[src/rtl/rshift_iter.sv]
// Iterative 32-bit logical/arithmetic right shifter: one barrel stage (16/8/4/2/1)
// per clock under a start/busy/done handshake; every operation takes five stages.
module rshift_iter (
    input  logic        clock,
    input  logic        reset_n,
    input  logic        start,
    input  logic [31:0] A,
    input  logic [4:0]  shamt,
    input  logic        arith,
    output logic [31:0] result,
    output logic        busy,
    output logic        done
);

    typedef enum logic [2:0] {
        IDLE,
        S16,
        S8,
        S4,
        S2,
        S1
    } state_t;

    state_t      state_q, state_d;
    logic [31:0] work_q, work_d;
    logic [31:0] result_q, result_d;
    logic [4:0]  amt_q, amt_d;
    logic        fill_q, fill_d;
    logic        busy_q, busy_d;
    logic        done_q, done_d;

    // Shift by a fixed stage width when enabled; vacated bits take the captured fill,
    // never the current work[31].
    function automatic logic [31:0] stage_shift(input logic [31:0] v,
                                                input logic        en,
                                                input logic        f,
                                                input logic [4:0]  n);
        logic [31:0] fill_mask;
        fill_mask = f ? ~(32'hFFFF_FFFF >> n) : 32'h0000_0000;
        return en ? ((v >> n) | fill_mask) : v;
    endfunction

    always_comb begin
        state_d  = state_q;
        work_d   = work_q;
        result_d = result_q;
        amt_d    = amt_q;
        fill_d   = fill_q;
        busy_d   = busy_q;
        done_d   = 1'b0;
        case (state_q)
            IDLE: begin
                if (start) begin
                    work_d  = A;
                    amt_d   = shamt;
                    fill_d  = A[31] & arith;
                    busy_d  = 1'b1;
                    state_d = S16;
                end
            end
            S16: begin
                work_d  = stage_shift(work_q, amt_q[4], fill_q, 5'd16);
                state_d = S8;
            end
            S8: begin
                work_d  = stage_shift(work_q, amt_q[3], fill_q, 5'd8);
                state_d = S4;
            end
            S4: begin
                work_d  = stage_shift(work_q, amt_q[2], fill_q, 5'd4);
                state_d = S2;
            end
            S2: begin
                work_d  = stage_shift(work_q, amt_q[1], fill_q, 5'd2);
                state_d = S1;
            end
            S1: begin
                work_d   = stage_shift(work_q, amt_q[0], fill_q, 5'd1);
                result_d = stage_shift(work_q, amt_q[0], fill_q, 5'd1);
                done_d   = 1'b1;
                busy_d   = 1'b0;
                state_d  = IDLE;
            end
            default: begin
                state_d = IDLE;
                busy_d  = 1'b0;
            end
        endcase
    end

    always_ff @(posedge clock or negedge reset_n) begin
        if (!reset_n) begin
            state_q  <= IDLE;
            work_q   <= '0;
            result_q <= '0;
            amt_q    <= '0;
            fill_q   <= 1'b0;
            busy_q   <= 1'b0;
            done_q   <= 1'b0;
        end else begin
            state_q  <= state_d;
            work_q   <= work_d;
            result_q <= result_d;
            amt_q    <= amt_d;
            fill_q   <= fill_d;
            busy_q   <= busy_d;
            done_q   <= done_d;
        end
    end

    assign result = result_q;
    assign busy   = busy_q;
    assign done   = done_q;

endmodule

[config.mk]
export PLATFORM = sky130hd
export DESIGN_NAME = rshift_iter
export DESIGN_NICKNAME = d
export VERILOG_FILES = /design/src/rtl/rshift_iter.sv
export SDC_FILE = /design/constraint.sdc
export NUM_CORES = 1
export LEC_CHECK = 0
export ABC_AREA = 1
export CAP_MARGIN = 40
export CORE_UTILIZATION = 33
export DETAILED_ROUTE_END_ITERATION = 8
export GPL_TIMING_DRIVEN = 0
export PLACE_DENSITY = 0.52
export SETUP_SLACK_MARGIN = 0.4
export SLEW_MARGIN = 0
export SYNTH_ARGS = -nofsm -noshare
export SYNTH_HDL_FRONTEND = slang
export SYNTH_SLANG_ARGS = --single-unit
[constraint.sdc]
create_clock -name clock -period 2.05 [get_ports clock]
set_clock_uncertainty 0.05 [all_clocks]
set_input_delay 0.3075 -clock clock [delete_from_list [all_inputs] [get_ports clock]]
set_output_delay 0.3075 -clock clock [all_outputs]
set_load 0.05 [all_outputs]
==> results.cfg <==
[route]
drtPass1Iterations = 7
routed_wl_mm = 18.3
avgRoutedWirePerCell_um = 18.3
viasPerCell = 5.28
num_vias = 5297
drc = 0
detail-route-antenna-nets = 0
drt-initial-drc-count = 411

[die]
start_util_pct = 34.4
die_area_um2 = 14400
die_h_um = 120
dieWidth_um = 120
core_region_area_um2 = 13400
pin_count = 75
fp-row-count = 42

[place]
port_buffers = 74
placed_cell_area_um2 = 5580
dp.final_hpwl_mm = 12.5
routabilityCongestion = 0.904

[synth]
synth_top_area_cell = dfrtp_1
synth_ff_type = dfrtp_1
netlist_instances = 693
avgSynthCellArea_um2 = 6.64
synth_area_leaders = dfrtp_1, nand2_1, o21ai_0
synth_area_um2 = 4600
synth-seq-area-share_pct = 40.8
async_reset_ff_share_pct = 100
synth_nets = 734
synth_cell_types = 21
yosysWarnings = 0
synth_edf_count = 0
netlist.area_leader.share_pct = 40.8
ys_seq_elements = 75

[sta]
max_freq_mhz = 549
slew-limit-headroom_pct = 63.6
rsz0062_at_grt = true
finalCritPeriodShare_pct = 88.9
hold_ws_ns = 0.411
tightest_slew_ns = 0.546
finalSetupViolCount = 0
period_needed_ns = 1.82
maxSlewViolCount = 0
hold_violations = 0

[power_and_ir_drop]
p_leak_nw = 3.42
pwr_density_cell_nw_per_um2 = 2080
ir_worst_vdd_v = 0.00115
total_power_w = 0.0139

[setup_path]
cp.required_ns = 2.24
critPathArrivalTime_ns = 2.01
worstSetupEndpointType = register
worstSetupPathType = reg2reg
crit_path_start_kind = register
crit_path_max_fanout = 5

[global_route]
grt_max_degree = 41
grt_overflow = 0
grt_pass1_wl_mm = 29.0
grtUsageTotal_pct = 26.7
grt_pass1_vias = 5197
grt_antenna_before_repair = 0

[cts]
clockRootBuffer = clkbuf_16
cts_max_level = 3
clk_latency_ns = 0.35
cts_tree = built
clock_sinks = 75
clock_path_buffers = 2
clk_pin_slew_ns = 0.06
cts_buffers = 9

[final_layout]
layout_commonest_cell = nand2_1
multiInputGateArea_um2 = 2560
fin_area_um2 = 6670
fillCellCount = 1338
num_antenna_cells = 0
final_cell_mix = nand2_1, dfrtp_1, o21ai_0
area_growth_pct = 44.8
register_area_um2 = 1880
final_nets = 866
drive_above_1_share_pct = 20.0

[run]
drv_cap = 0

[hold_path]
hold_class = in2async

[outcome]
run_status = complete, no violations
==> through the flow <==
| stage | TNS, ns | setup WS (ns) | instances | util, % |
|---|---|---|---|---|
| after floorplan | 0 | 0.546 | 693 | - |
| after global placement | -159.19 | -2.13 | 943 | 41.5 |
| after detailed placement | -0.182 | -0.131 | 944 | 41.7 |
| after CTS | 0 | 0.277 | 995 | 48.3 |
| after global routing | 0 | 0.167 | 1004 | 49.7 |
| final | 0 | 0.227 | 1004 | 49.7 |
==> logic make-up after synthesis <==
| family | share of synthesized area, % |
|---|---|
| and+or+nand+nor | 37.7 |
| AOI/OAI and AO/OA | 14.0 |
| buffers and inverters | 7.53 |
| DFF | 40.8 |
==> flip-flops by register name, indices dropped and copies added, names as in the netlist <==
register and flops:
busy 1, fill_q 1, work_q 32, state_q 3, amt_q 5, result 32, done 1
==> final timing paths <==
kind / start / end / slack (ns) / cells after the start
max in group asynchronous: reset_n / state_q[1]$_DFFE_PN0N_ / 0.93 / 3
max: state_q[1]$_DFFE_PN0N_ / work_q[30]$_DFFE_PN0P_ / 0.23 / 12
min: reset_n / work_q[15]$_DFFE_PN0P_ / 0.41 / 2
max reg2reg: state_q[1]$_DFFE_PN0N_ / work_q[30]$_DFFE_PN0P_ / 0.23 / 12
min reg2reg: result[15]$_DFFE_PN0P_ / result[15]$_DFFE_PN0P_ / 0.42 / 2
min in group clock: result[15]$_DFFE_PN0P_ / result[15]$_DFFE_PN0P_ / 0.42 / 2
==> report_power, final <==
group | switching (W) | total [W] | internal [W]
combinational | 0.00555 | 0.00931 | 0.00377
sequential | 0.000798 | 0.00297 | 0.00217
clock | 0.000609 | 0.00157 | 0.000957
total | 0.00695 | 0.0139 | 0.00690
==> timing repair <==
item / in CTS / in global routing
cloned: 5 / 0
pin swaps: 14 / 28
hold buffers: 1 / 0
endpoints found under the setup margin: 104 / 59
setup buffers: 31 / 9
resized for setup: 135 / 45
hold endpoints to repair: 35 / 0
==> routing by layer <==
layer	GRT usage (%)	wire length, µm	up-vias
met3	4.61	1260	40
met5	0	0	-
met2	41.8	8270	215
met1	35.9	8180	2516
li1	-	-	2526
met4	12.1	624	0
==> critical path, stage by stage, from the launching register on <==
cell      delay (ns)
dfrtp_2         0.48
nor2_4          0.08
buf_6           0.12
nand3b_1        0.08
nand2_2         0.06
buf_4           0.14
nor2_4          0.11
nand2_4         0.06
buf_4           0.14
buf_6           0.13
buf_8           0.13
nand2_1         0.05
nand2_1         0.05
==> cell usage after synthesis (3+ instances only) <==
master,n
dfrtp_1,75
o211ai_1,4
o21ai_1,6
buf_2,22
clkbuf_1,23
inv_1,34
o2111ai_1,28
o21ai_0,66
nand2_1,312
inv_2,4
nor2_4,3
nand3_1,58
nor2_1,49
==> cell type report <==
| cell class | count | share of cell area, % |
|---|---|---|
| multi-input combinational | 534 | 38.4 |
| clock buffer | 11 | 3.64 |
| tap | 176 | 3.30 |
| inverter | 38 | 2.29 |
| clock inverter | 3 | 0.601 |
| buffer | 46 | 5.05 |
| timing repair buffer | 121 | 18.5 |
| sequential | 75 | 28.2 |
(Power assumes the default switching activity.)
